$ cat config.mk
export PLATFORM = sky130hd
export DESIGN_NAME = vga_timing_gen
export DESIGN_NICKNAME = d
export VERILOG_FILES = /design/src/rtl/vga_timing_gen.sv
export SDC_FILE = /design/constraint.sdc
export NUM_CORES = 1
export LEC_CHECK = 0
export CAP_MARGIN = 25
export CELL_PAD_IN_SITES_DETAIL_PLACEMENT = 1
export CELL_PAD_IN_SITES_GLOBAL_PLACEMENT = 1
export CORE_MARGIN = 4
export CORE_UTILIZATION = 36
export CTS_CLUSTER_SIZE = 14
export DETAILED_ROUTE_END_ITERATION = 8
export PLACE_DENSITY = 0.86
export SKIP_LAST_GASP = 1
export SYNTH_ARGS = -nofsm -noshare
export SYNTH_HDL_FRONTEND = slang
export SYNTH_SLANG_ARGS = --single-unit
$ cat constraint.sdc
create_clock -name vga_clk -period 2.14 [get_ports vga_clk]
set_clock_uncertainty 0.05 [all_clocks]
set_input_delay 0.428 -clock vga_clk [delete_from_list [all_inputs] [get_ports vga_clk]]
set_output_delay 0.428 -clock vga_clk [all_outputs]
set_load 0.02 [all_outputs]
$ cat src/rtl/vga_timing_gen.sv
// VGA raster timing generator: pixel/line counters, registered sync/blank/pulse
// decodes, a frame counter and a delay line that realigns sync/blank with a
// registered downstream pixel path.
module vga_timing_gen #(
  parameter int unsigned H_ACTIVE   = 640,
  parameter int unsigned H_FP       = 16,
  parameter int unsigned H_SYNC     = 96,
  parameter int unsigned H_BP       = 48,
  parameter int unsigned V_ACTIVE   = 480,
  parameter int unsigned V_FP       = 10,
  parameter int unsigned V_SYNC     = 2,
  parameter int unsigned V_BP       = 33,
  parameter int unsigned PIPE_DELAY = 2
) (
  input  logic        vga_clk,
  input  logic        reset_n,
  output logic [9:0]  DrawX,
  output logic [9:0]  DrawY,
  output logic        blank,
  output logic        hs,
  output logic        vs,
  output logic        line_start,
  output logic        frame_start,
  output logic [15:0] frame_count,
  output logic        hs_d,
  output logic        vs_d,
  output logic        blank_d
);

  localparam int unsigned HTotal = H_ACTIVE + H_FP + H_SYNC + H_BP;
  localparam int unsigned VTotal = V_ACTIVE + V_FP + V_SYNC + V_BP;

  localparam logic [9:0] HLast      = 10'(HTotal - 1);
  localparam logic [9:0] VLast      = 10'(VTotal - 1);
  localparam logic [9:0] HActEnd    = 10'(H_ACTIVE);
  localparam logic [9:0] VActEnd    = 10'(V_ACTIVE);
  localparam logic [9:0] HSyncStart = 10'(H_ACTIVE + H_FP);
  localparam logic [9:0] HSyncEnd   = 10'(H_ACTIVE + H_FP + H_SYNC);
  localparam logic [9:0] VSyncStart = 10'(V_ACTIVE + V_FP);
  localparam logic [9:0] VSyncEnd   = 10'(V_ACTIVE + V_FP + V_SYNC);

  logic [9:0]  x_q, x_d, y_q, y_d;
  logic        act_q, act_d;
  logic        hsync_q, hsync_d;
  logic        vsync_q, vsync_d;
  logic        lstart_q, lstart_d;
  logic        fstart_q, fstart_d;
  logic [15:0] fcount_q, fcount_d;
  logic        x_wrap, frame_wrap;

  // Next-state counters; decodes use the next values so the registered flags
  // line up with the counters they describe on the same cycle.
  always_comb begin
    x_wrap     = (x_q == HLast);
    frame_wrap = x_wrap && (y_q == VLast);
    x_d        = x_wrap ? 10'd0 : x_q + 10'd1;
    y_d        = y_q;
    if (x_wrap) begin
      y_d = (y_q == VLast) ? 10'd0 : y_q + 10'd1;
    end
    act_d    = (x_d < HActEnd) && (y_d < VActEnd);
    hsync_d  = !((x_d >= HSyncStart) && (x_d < HSyncEnd));
    vsync_d  = !((y_d >= VSyncStart) && (y_d < VSyncEnd));
    lstart_d = (x_d == 10'd0);
    fstart_d = (x_d == 10'd0) && (y_d == 10'd0);
    fcount_d = frame_wrap ? fcount_q + 16'd1 : fcount_q;
  end

  // Counter and decoded-flag registers.
  always_ff @(posedge vga_clk or negedge reset_n) begin
    if (!reset_n) begin
      x_q      <= 10'd0;
      y_q      <= 10'd0;
      act_q    <= 1'b1;
      hsync_q  <= 1'b1;
      vsync_q  <= 1'b1;
      lstart_q <= 1'b0;
      fstart_q <= 1'b0;
      fcount_q <= 16'd0;
    end else begin
      x_q      <= x_d;
      y_q      <= y_d;
      act_q    <= act_d;
      hsync_q  <= hsync_d;
      vsync_q  <= vsync_d;
      lstart_q <= lstart_d;
      fstart_q <= fstart_d;
      fcount_q <= fcount_d;
    end
  end

  assign DrawX       = x_q;
  assign DrawY       = y_q;
  assign blank       = act_q;
  assign hs          = hsync_q;
  assign vs          = vsync_q;
  assign line_start  = lstart_q;
  assign frame_start = fstart_q;
  assign frame_count = fcount_q;

  if (PIPE_DELAY == 0) begin : g_no_delay
    assign hs_d    = hsync_q;
    assign vs_d    = vsync_q;
    assign blank_d = act_q;
  end else begin : g_delay
    logic [PIPE_DELAY-1:0] hs_pipe_q, vs_pipe_q, act_pipe_q;

    // Shift line; stage 0 takes the current registered flags.
    always_ff @(posedge vga_clk or negedge reset_n) begin
      if (!reset_n) begin
        hs_pipe_q  <= '1;
        vs_pipe_q  <= '1;
        act_pipe_q <= '0;
      end else begin
        hs_pipe_q[0]  <= hsync_q;
        vs_pipe_q[0]  <= vsync_q;
        act_pipe_q[0] <= act_q;
        for (int unsigned i = 1; i < PIPE_DELAY; i++) begin
          hs_pipe_q[i]  <= hs_pipe_q[i-1];
          vs_pipe_q[i]  <= vs_pipe_q[i-1];
          act_pipe_q[i] <= act_pipe_q[i-1];
        end
      end
    end

    assign hs_d    = hs_pipe_q[PIPE_DELAY-1];
    assign vs_d    = vs_pipe_q[PIPE_DELAY-1];
    assign blank_d = act_pipe_q[PIPE_DELAY-1];
  end

endmodule

==> impl_metrics.tcl <==
set metrics [dict create \
    diodes 0 \
    worst_slew_pin_slew_ns 0.372 \
    ys.flop_type "dfrtp_1" \
    min_period_ns 2.10 \
    finalSetupViolations 0 \
    maxCapViolations 0 \
    overflow 0 \
    ys_ff_latch 47 \
    htreeDepth 2 \
    worstPathMaxFanout 6 \
    synth_area_leaders "dfrtp_1 42%, xnor2_1 8.8%, dfstp_2 7.7%, nand2_1 3.0%, nand3_1 2.9%" \
    fillCellCount 704 \
    slowest_stage "dfrtp_1" \
    die_y_um 89.6 \
    r2r-end "blank" \
    syn_inst 220 \
    cts_buffer_depth 2 \
    ys_warn_count 0 \
    met1_usage_pct 22.2 \
    power.total_uw 1490 \
    synthesis.area_um2 2390 \
    clock.fmax_mhz 476 \
    critPathMaxStageDelay_ns 0.39 \
    regToRegStartpoint "DrawX[7]" \
    antenna_found_initial 0 \
    cp.required_ns 2.30 \
    dp_hpwl_mm 4.88 \
    synthArstFlopShare_pct 100 \
    route.detailed.drc 0 \
    crit_path_frequent_cell "buf_4" \
    slew_headroom_pct 74.9 \
    critPathLaunchType "flip-flop" \
    finalNetCount 301 \
    crit_chain "nand3b_1 -> buf_4 -> nor4b_4 -> buf_4 -> a31oi_1 -> a31o_2 -> a211oi_1" \
    yosysTopAreaCell "dfrtp_1" \
    io_buffers 45 \
    top_usage_layer "met2" \
    finalMaxSlewViolations 0 \
    synth_compound_area_share_pct 9.04 \
    routed_wl_mm 6.79 \
    synthSimpleGateAreaFrac_pct 24.3 \
    track_usage_pct 17.2 \
    numCtsBuffers 5 \
    period_share_pct 98.2 \
    rsz0062_at_grt "true" \
    synth_top_family_by_area "simple AND/OR/NAND/NOR gates" \
    worstSetupStartpoint "DrawX[7]" \
    grt_max_degree 48 \
    ant_nets 0 \
    muxShareOfSynthArea_pct 0 \
    synth.most_common_cell "dfrtp_1" \
    syn_nets 226 \
    r2r_slack_ns 0.04 \
    setup_ws_ns 0.0391 \
    cts_num_sinks 47 \
    dr.pass1.iters 4 \
    syn_to_final_growth_pct 37.9 \
    p_leak_uw 0.00140 \
    vias 2046 \
    reg2regPathDepth 7 \
    synth_cell_types 53 \
    start_util_pct 37.3 \
    die_area_um2 8020 \
    ir_drop_uv 199 \
    power.density_nw_per_um2 452 \
    synth.avg_cell_area_um2 10.9 \
    die_w_um 89.6 \
    drive_above_1_share_pct 26.0 \
    cp-end-kind "flip-flop" \
    final_core_util_pct 51.4 \
    grt_use_met2_pct 29.5 \
    clock_latency_ns 0.31 \
    synth_xor_area_share_pct 11.0 \
    clock-root-buffer "clkbuf_8" \
    wire_per_inst_um 18.2 \
    synthAdderAreaFrac_pct 2.09 \
    drt_iter0_markers 85 \
    synth_common_cells "40 x dfrtp_1, 24 x xnor2_1, 19 x nand2_1" \
    hp-class "in2async" \
    critPathBufInv 2 \
    finalWeightedCongestion 0.882 \
    critPathKind "reg2reg" \
    placed_cell_area_um2 3110 \
    fin_area_um2 3300 \
    synth_top_area_share_pct 41.8 \
    ios 46 \
    cts_tree "yes" \
    core_area_um2 6420 \
    hold_viol 0 \
    grt_pass1_wl_mm 10.7 \
    grtUsageMet3_pct 2.95 \
    viasPerCell 5.49 \
    path_clk_slew_ns 0.09 \
    grt_pass1_vias 2150 \
    num_rows 29 \
    path_delay_family "compound AO/OA/AOI/OAI gates" \
    synth_edf_count 0 \
    outcome "finished clean" \
    cp.arrival_ns 2.26 \
    synth_seq_area_share_pct 49.5 \
    post-place-ws_ns 0.00746 \
]
worst max path at each step:
stage	to	slack, ns	cells after the start
floorplan	frame_start	-0.1	8
global placement	blank	0.10	7
detailed placement	frame_start	0.007	6
global route	frame_start	-0.09	5
CTS	blank	0.01	7
finish	blank	0.04	7
per-stage QoR:
step / std cells / hold slack (ns) / setup TNS [ns]
final: 373 / 0.0347 / 0
after global routing: 373 / 0.0470 / -0.371
after CTS: 369 / 0.0454 / 0
after detailed placement: 360 / 0.288 / 0
after global placement: 360 / 0.284 / 0
after floorplan: 220 / 0.0824 / -0.268
cell families (layout without fill, tap and decap cells):
group / count (synthesis) / in the layout
buffers and inverters: 18 / 93
AOI/OAI and AO/OA: 30 / 30
xor gates and xnor gates: 30 / 30
and+or+nand+nor: 91 / 92
adders and majority gates: 4 / 4
DFF: 47 / 47
metal layers:
layer / up-vias / wire (um)
met4: 0 / 181
met2: 59 / 3300
met1: 1031 / 3030
li1: 938 / -
met5: - / 0
met3: 18 / 265
worst register-to-register path, cell delays in order, from the launching register on:
cell      delay, ns
dfrtp_1        0.39
nand3b_1       0.30
buf_4          0.25
nor4b_4        0.26
buf_4          0.19
a31oi_1        0.08
a31o_2         0.23
a211oi_1       0.26
flip-flops by register name (all words and copies together) (netlist names):
| register | count |
|---|---|
| vs | 1 |
| frame_count | 16 |
| line_start | 1 |
| g_delay.hs_pipe_q | 2 |
| blank | 1 |
| hs | 1 |
| DrawY | 10 |
| g_delay.act_pipe_q | 2 |
| frame_start | 1 |
| g_delay.vs_pipe_q | 2 |
| DrawX | 10 |
cells in the final DEF, fill, tap and decap left out, types with 3 or more instances in the layout:
cell and instances:
and3_1 6, and4_1 3, buf_4 29, clkbuf_8 6
clkdlybuf4s50_1 44, dfrtp_1 35, dfrtp_2 5, dfstp_2 7
ha_1 3, inv_1 9, nand2_1 19, nand3_1 13
nand4_1 6, nor2_1 13, nor3_1 4, o211ai_1 3
o21ai_0 3, xnor2_1 24, xor2_1 6
timing repair:
item | 4_1_cts | 5_1_grt
setup buffers | 0 | 4
resized for setup | 1 | 12
cloned | 1 | 0
hold buffers | 0 | 0
hold endpoints to repair | 0 | 0
setup endpoints to repair | 1 | 8
pin swaps | 1 | 5
cell type report:
cell class	instances	area (um^2)	area share (%)
Sequential cell	47	1190	36.1
Multi-Input combinational cell	156	1190	36.0
Timing Repair Buffer	76	694	21.0
Tap cell	77	96.3	2.92
Clock buffer	6	82.6	2.50
Inverter	9	33.8	1.02
Clock inverter	2	16.3	0.492
where the power goes:
part,internal (uW),switching (uW),leakage (uW)
clock,264,318,0.0000474
combinational,4.52,17.4,0.000753
sequential,888,0,0.000602
total,1160,336,0.00140
Note: power is estimated with default switching activity, not from simulation.
==> variant 1: new RTL, same settings <==
Register the output `hs_d`, cleared by the reset; this adds one clock of latency there. The other outputs are not delayed to match.
--- a/src/rtl/vga_timing_gen.sv
+++ b/src/rtl/vga_timing_gen.sv
@@ -40,2 +40,4 @@
   localparam logic [9:0] VSyncEnd   = 10'(V_ACTIVE + V_FP + V_SYNC);
+
+  logic hs_d_d;
 
@@ -101,3 +103,3 @@
   if (PIPE_DELAY == 0) begin : g_no_delay
-    assign hs_d    = hsync_q;
+    assign hs_d_d  = hsync_q;
     assign vs_d    = vsync_q;
@@ -125,3 +127,3 @@
 
-    assign hs_d    = hs_pipe_q[PIPE_DELAY-1];
+    assign hs_d_d  = hs_pipe_q[PIPE_DELAY-1];
     assign vs_d    = vs_pipe_q[PIPE_DELAY-1];
@@ -130,2 +132,10 @@
 
+  always_ff @(posedge vga_clk or negedge reset_n) begin
+    if (!reset_n) begin
+      hs_d <= '0;
+    end else begin
+      hs_d <= hs_d_d;
+    end
+  end
+
 endmodule
Formal check against the unedited RTL: not equivalent (Yosys sat finds a counterexample within 4 cycles, from zero or initial values and one cycle with reset_n low).
==> variant 1 against the unedited design <==
Final area is 2.8% higher. Sequential cell count is 1 higher. Worst setup slack better by 7.8 ps. Routed wire length is 5.6% higher. Sequential share of layout area is 0.22 points lower. Synthesized area is 1.0% higher. Power is 16% higher. First-iteration DRC count is 5.9% higher. Maximum frequency is 0.37% higher. Largest cell class unchanged.
==> variant 1: results (changes against the unedited design) <==
- Outcome: complete, no violations (unchanged).
- The pre-CTS worst setup slack came to 0.3990 ps (was 7.462 ps).
* Router iterations before antenna repair: 4 (unchanged)
- Clk pin slew, worst setup/hold paths: 100 ps
- The total number of nets in the final design came to 306 (was 301).
* Syn avg cell area: 10.95 um^2 (was 10.89 um^2)
- Leading cell types by total area after synthesis: sky130_fd_sc_hd__dfrtp_1 (42%), sky130_fd_sc_hd__xnor2_1 (8.7%), sky130_fd_sc_hd__dfstp_2 (7.6%), sky130_fd_sc_hd__nand2_1 (2.9%), sky130_fd_sc_hd__nand3_1 (2.9%) (was sky130_fd_sc_hd__dfrtp_1 (42%), sky130_fd_sc_hd__xnor2_1 (8.8%), sky130_fd_sc_hd__dfstp_2 (7.7%), sky130_fd_sc_hd__nand2_1 (3.0%), sky130_fd_sc_hd__nand3_1 (2.9%))
- Sequential element share of the synthesized area: 50.00% (was 49.48%)
- The global routing usage summed across all routing layers was 18.17% (was 17.20%).
- Root buffer selected by CTS: sky130_fd_sc_hd__clkbuf_8 (unchanged)
* Number of global-route vias before repair: 2,339 (was 2,150)
* Share of post-route cells with drive strength above 1: 26.58% (was 26.01%)
- The number of nets still failing antenna checks after routing came to 0 (unchanged).
* Buffers from clock root to sink, at most: 2 (unchanged)
- Vias after detailed routing: 2,074 (was 2,046)
- The global-route wire length before repair is 11,970 um (was 10,660 um).
- The leakage power figure came to 1.442 nW (was 1.403 nW).
* Detailed Place HPWL: 5323 um (was 4881 um)
- Largest net degree at the start of global routing: 38 (was 48)
- The type of the tightest min-delay check is reg2reg (was in2async).
- The final instance area is 3397 um^2 (was 3303 um^2).
* Wire length after detailed routing: 7164 um (was 6785 um)
* Worst voltage drop across the vdd grid: 0.3022 mV (was 0.1990 mV)
- The count of fill cells added during filler insertion was 707 (was 704).
- Post-synth cell types: 53 (unchanged)
- The post-synthesis xor/xnor area fraction is 10.86% (was 10.97%).
* Critical path's largest stage delay: 380 ps
- The share of synthesized cell area in full adder, half adder and majority cells came to 2.068% (was 2.090%).
- The routability congestion estimate from global placement was 0.8652 (was 0.8815).
- The post-place instance area is 3142 um^2 (was 3109 um^2).
* Area fraction in compound gates after synthesis: 8.945% (was 9.039%)
- The post-synth net total came to 227 (was 226).
- The peak fanout along the critical path was 6 (unchanged).
- Initial DRC count: 90 (was 85)
- Transition time at the pin with the least slew margin: 438.7 ps (was 372.1 ps)
- Ranking of synthesized cells by instance count: sky130_fd_sc_hd__dfrtp_1 (41), sky130_fd_sc_hd__xnor2_1 (24), sky130_fd_sc_hd__nand2_1 (19) (was sky130_fd_sc_hd__dfrtp_1 (40), sky130_fd_sc_hd__xnor2_1 (24), sky130_fd_sc_hd__nand2_1 (19))
- Number of vias per cell after detailed routing: 5.487 (was 5.485)
- The clock latency on the worst-skew pair was 310 ps (about the same).
- The placed instance count was 362 (was 360).
-- variant 1: cell types whose count changed in the layout (fill, tap and decap cells not counted), sizes merged --
cell and delta:
clkinvlp -1, clkinv -1, dfrtp +1, bufinv +2, dlygate4sd3 +1, buf +3
-- variant 1: repair_timing --
action                                  in CTS  in global routing
hold buffers                                 1                  0
gates cloned                                 0                  1
endpoints found under the setup margin       2                 11
pin swaps                                    0                  8
setup buffers                                0                  6
resized for setup                            1                 12
hold endpoints to repair                    11                  0
-- variant 1: report_power, final --
part | internal, mW | switching, mW | leakage, nW | total, mW
sequential | 0.907 | 0 | 0.609 | 0.907
combinational | 0.00555 | 0.0181 | 0.768 | 0.0236
clock | 0.468 | 0.326 | 0.0654 | 0.794
-- variant 1: path summary, 6_finish.rpt --
kind,start,to,slack (ps),cells after the start
worst min-delay path,g_delay.act_pipe_q[0],g_delay.act_pipe_q[1],300,0
worst max register to register,DrawX[7],frame_start,50,7
worst min register to register,g_delay.act_pipe_q[0],g_delay.act_pipe_q[1],300,0
max in group asynchronous,reset_n,g_delay.hs_pipe_q[1],990,3
worst max-delay path,DrawX[7],frame_start,50,7
min in group asynchronous,reset_n,frame_count[4],480,2
-- variant 1: layout make-up --
cell class	instances	area share [%]
multi-input combinational	156	35.03
clock buffer	6	2.136
sequential	48	35.84
clock inverter	2	1.768
inverter	9	0.9945
timing repair buffer	80	21.40
tap	77	2.836
-- variant 1: critical path, delay by kind of cell (launching register included) --
kind,cells,cell delay [ps]
AOI/OAI and AO/OA,2,280
buffers and inverters,2,350
DFF,1,380
and+or+nand+nor,3,940
-- variant 1: cells by family (layout without fill, tap and decap cells) --
| logic type | count (synthesis) | in the layout |
|---|---|---|
| simple gates | 91 | 92 |
| flops | 48 | 48 |
| buf+inv | 18 | 97 |
| xor+xnor | 30 | 30 |
| fa+ha+maj | 4 | 4 |
| compound gates | 30 | 30 |
-- variant 1: layer usage --
layer | GRT usage (%) | routed length [um]
met3 | 3.756 | 267
met4 | 6.760 | 136
met2 | 31.70 | 3700
met1 | 22.13 | 3059
met5 | 0 | 0
==> variant 2: new RTL, config.mk and constraints unchanged <==
Without the edit above. The parameter `PIPE_DELAY` goes from 2 to 4.
--- a/src/rtl/vga_timing_gen.sv
+++ b/src/rtl/vga_timing_gen.sv
@@ -12,3 +12,3 @@
   parameter int unsigned V_BP       = 33,
-  parameter int unsigned PIPE_DELAY = 2
+  parameter int unsigned PIPE_DELAY = 4
 ) (
Function: changed (Yosys sat finds a counterexample within 4 cycles, from zero or initial values and one cycle with reset_n low).
==> variant 2 against the unedited design <==
The run now ends with setup timing left. Final area rose by 11%. Routed wire length grew 12%. Synthesized area rose by 6.4%. Die area grew 5.8%. Clock power grew 24%. Final cell count grew 9.7%. Non-clock buffer count grew 15. Sequential cell count increased by 6. Power grew 17%. Worst setup slack got worse by 150 ps. Critical path type unchanged. Highest routed layer unchanged.
==> variant 2: results (changes against the unedited design) <==
- Outcome: complete, but fails checks (was complete, no violations).
* Violated checks: setup timing
- The power per cell area came to 478.6 nW/um^2 (was 451.8 nW/um^2).
* Wire length after detailed routing: 7609 um (was 6785 um)
* Total track usage: 17.86% (was 17.20%)
- The via count was 2,119 (was 2,046).
- The cell with the largest stage delay on the worst path is sky130_fd_sc_hd__nor3_1 (was sky130_fd_sc_hd__dfrtp_1).
* Timing endpoint of the critical path: frame_start (was blank)
- The routed length on met1 came to 3108 um (was 3034 um).
* Sequential element share of the synthesized area: 52.58% (was 49.48%)
* Routability cong.: 0.8237 (was 0.8815)
* Post-synth cell types: 51 (was 53)
- The area occupied by multi-input gates was 1236 um^2 (was 1189 um^2).
- Met3 layer wire length in the routed design: 281 um (was 265 um)
* Adder-Cell Fraction of Synth Area: 1.964% (was 2.090%)
- Leading cell types by total area after synthesis: sky130_fd_sc_hd__dfrtp_1 (41%), sky130_fd_sc_hd__dfstp_2 (11%), sky130_fd_sc_hd__xnor2_1 (6.9%), sky130_fd_sc_hd__nand3_1 (3.3%), sky130_fd_sc_hd__xor2_1 (3.1%) (was sky130_fd_sc_hd__dfrtp_1 (42%), sky130_fd_sc_hd__xnor2_1 (8.8%), sky130_fd_sc_hd__dfstp_2 (7.7%), sky130_fd_sc_hd__nand2_1 (3.0%), sky130_fd_sc_hd__nand3_1 (2.9%)).
- Final setup violation count: 6 (was 0)
- Seq/total area: 36.86% (was 36.06%)
* Share of post-route cells with drive strength above 1: 31.63% (was 26.01%)
- The kind of cell with the highest combined delay on the critical path was simple AND/OR/NAND/NOR gates (was compound AO/OA/AOI/OAI gates).
* Number of vias per cell after detailed routing: 5.181 (was 5.485)
- The starting DRC count in detailed routing came to 36 (was 85).
- Worst reg2reg startpoint: DrawX[1] (was DrawX[7])
* Static power due to leakage: 1.511 nW (was 1.403 nW)
- Ranking of synthesized cells by instance count: sky130_fd_sc_hd__dfrtp_1 (42), sky130_fd_sc_hd__xnor2_1 (20), sky130_fd_sc_hd__nand2_1 (19) (was sky130_fd_sc_hd__dfrtp_1 (40), sky130_fd_sc_hd__xnor2_1 (24), sky130_fd_sc_hd__nand2_1 (19)).
- The count of non-CTS inverters in the layout is 6 (was 9).
- The clock tree cell share of total cell area is 3.289% (was 2.992%).
- The number of global-route vias before repair came to 2,312 (was 2,150).
- Final setup slack of the worst path: -109.8 ps (was 39.08 ps)
* Clock sink count: 53 (was 47)
- Net count, final: 318 (was 301)
- Largest net degree at the start of global routing: 30 (was 48)
* Multi-input gates: 155 (was 156)
- The post-synth net total is 230 (was 226).
* Cell Count Post-Placement: 393 (was 360)
* Aggregate negative setup slack: -187.7 ps (was 0 ps)
- The transition time of the tightest slew-check pin was 589.8 ps (was 372.1 ps).
- Reg2reg path depth: 8 (was 7)
- Post-synthesis instance total: 224 (was 220)
- Worst voltage drop across the vdd grid: 0.3126 mV (was 0.1990 mV)
- The largest stage delay on the critical path is 440 ps (was 390 ps).
* Final non-clock buffer share: 22.10% (was 21.02%)
* Clk power: 0.723 mW (was 0.582 mW)
==> variant 2: changes by cell type after synthesis, sizes merged, moves of 4 or more <==
cell   unedited run  this run
dfstp             7        11
nor4b             4         0
xnor2            24        20
o21ai             5        10
nor4              3         7
==> variant 2: through the flow <==
stage / cell area [um^2] / util [%] / setup slack, ps
floorplan: 2592 / - / -124.3
CTS: 3526 / 51.61 / -64.68
global route: 3652 / 53.46 / -190.2
global placement: 3386 / 49.56 / 8.925
finish: 3652 / 53.46 / -109.8
detailed placement: 3386 / 49.56 / -123.2
==> variant 2: metal layers <==
metal,vias to the layer above,track usage (%)
met5,-,0
met2,54,31.02
li1,975,-
met3,14,4.430
met4,0,7.426
met1,1076,20.96
==> variant 2: what timing repair did <==
action                                 in CTS  in global routing
setup buffers                               1                  7
gates resized for setup                     5                 15
endpoints found under the hold margin       0                  0
pin swaps                                   2                  9
setup endpoints to repair                  10                 14
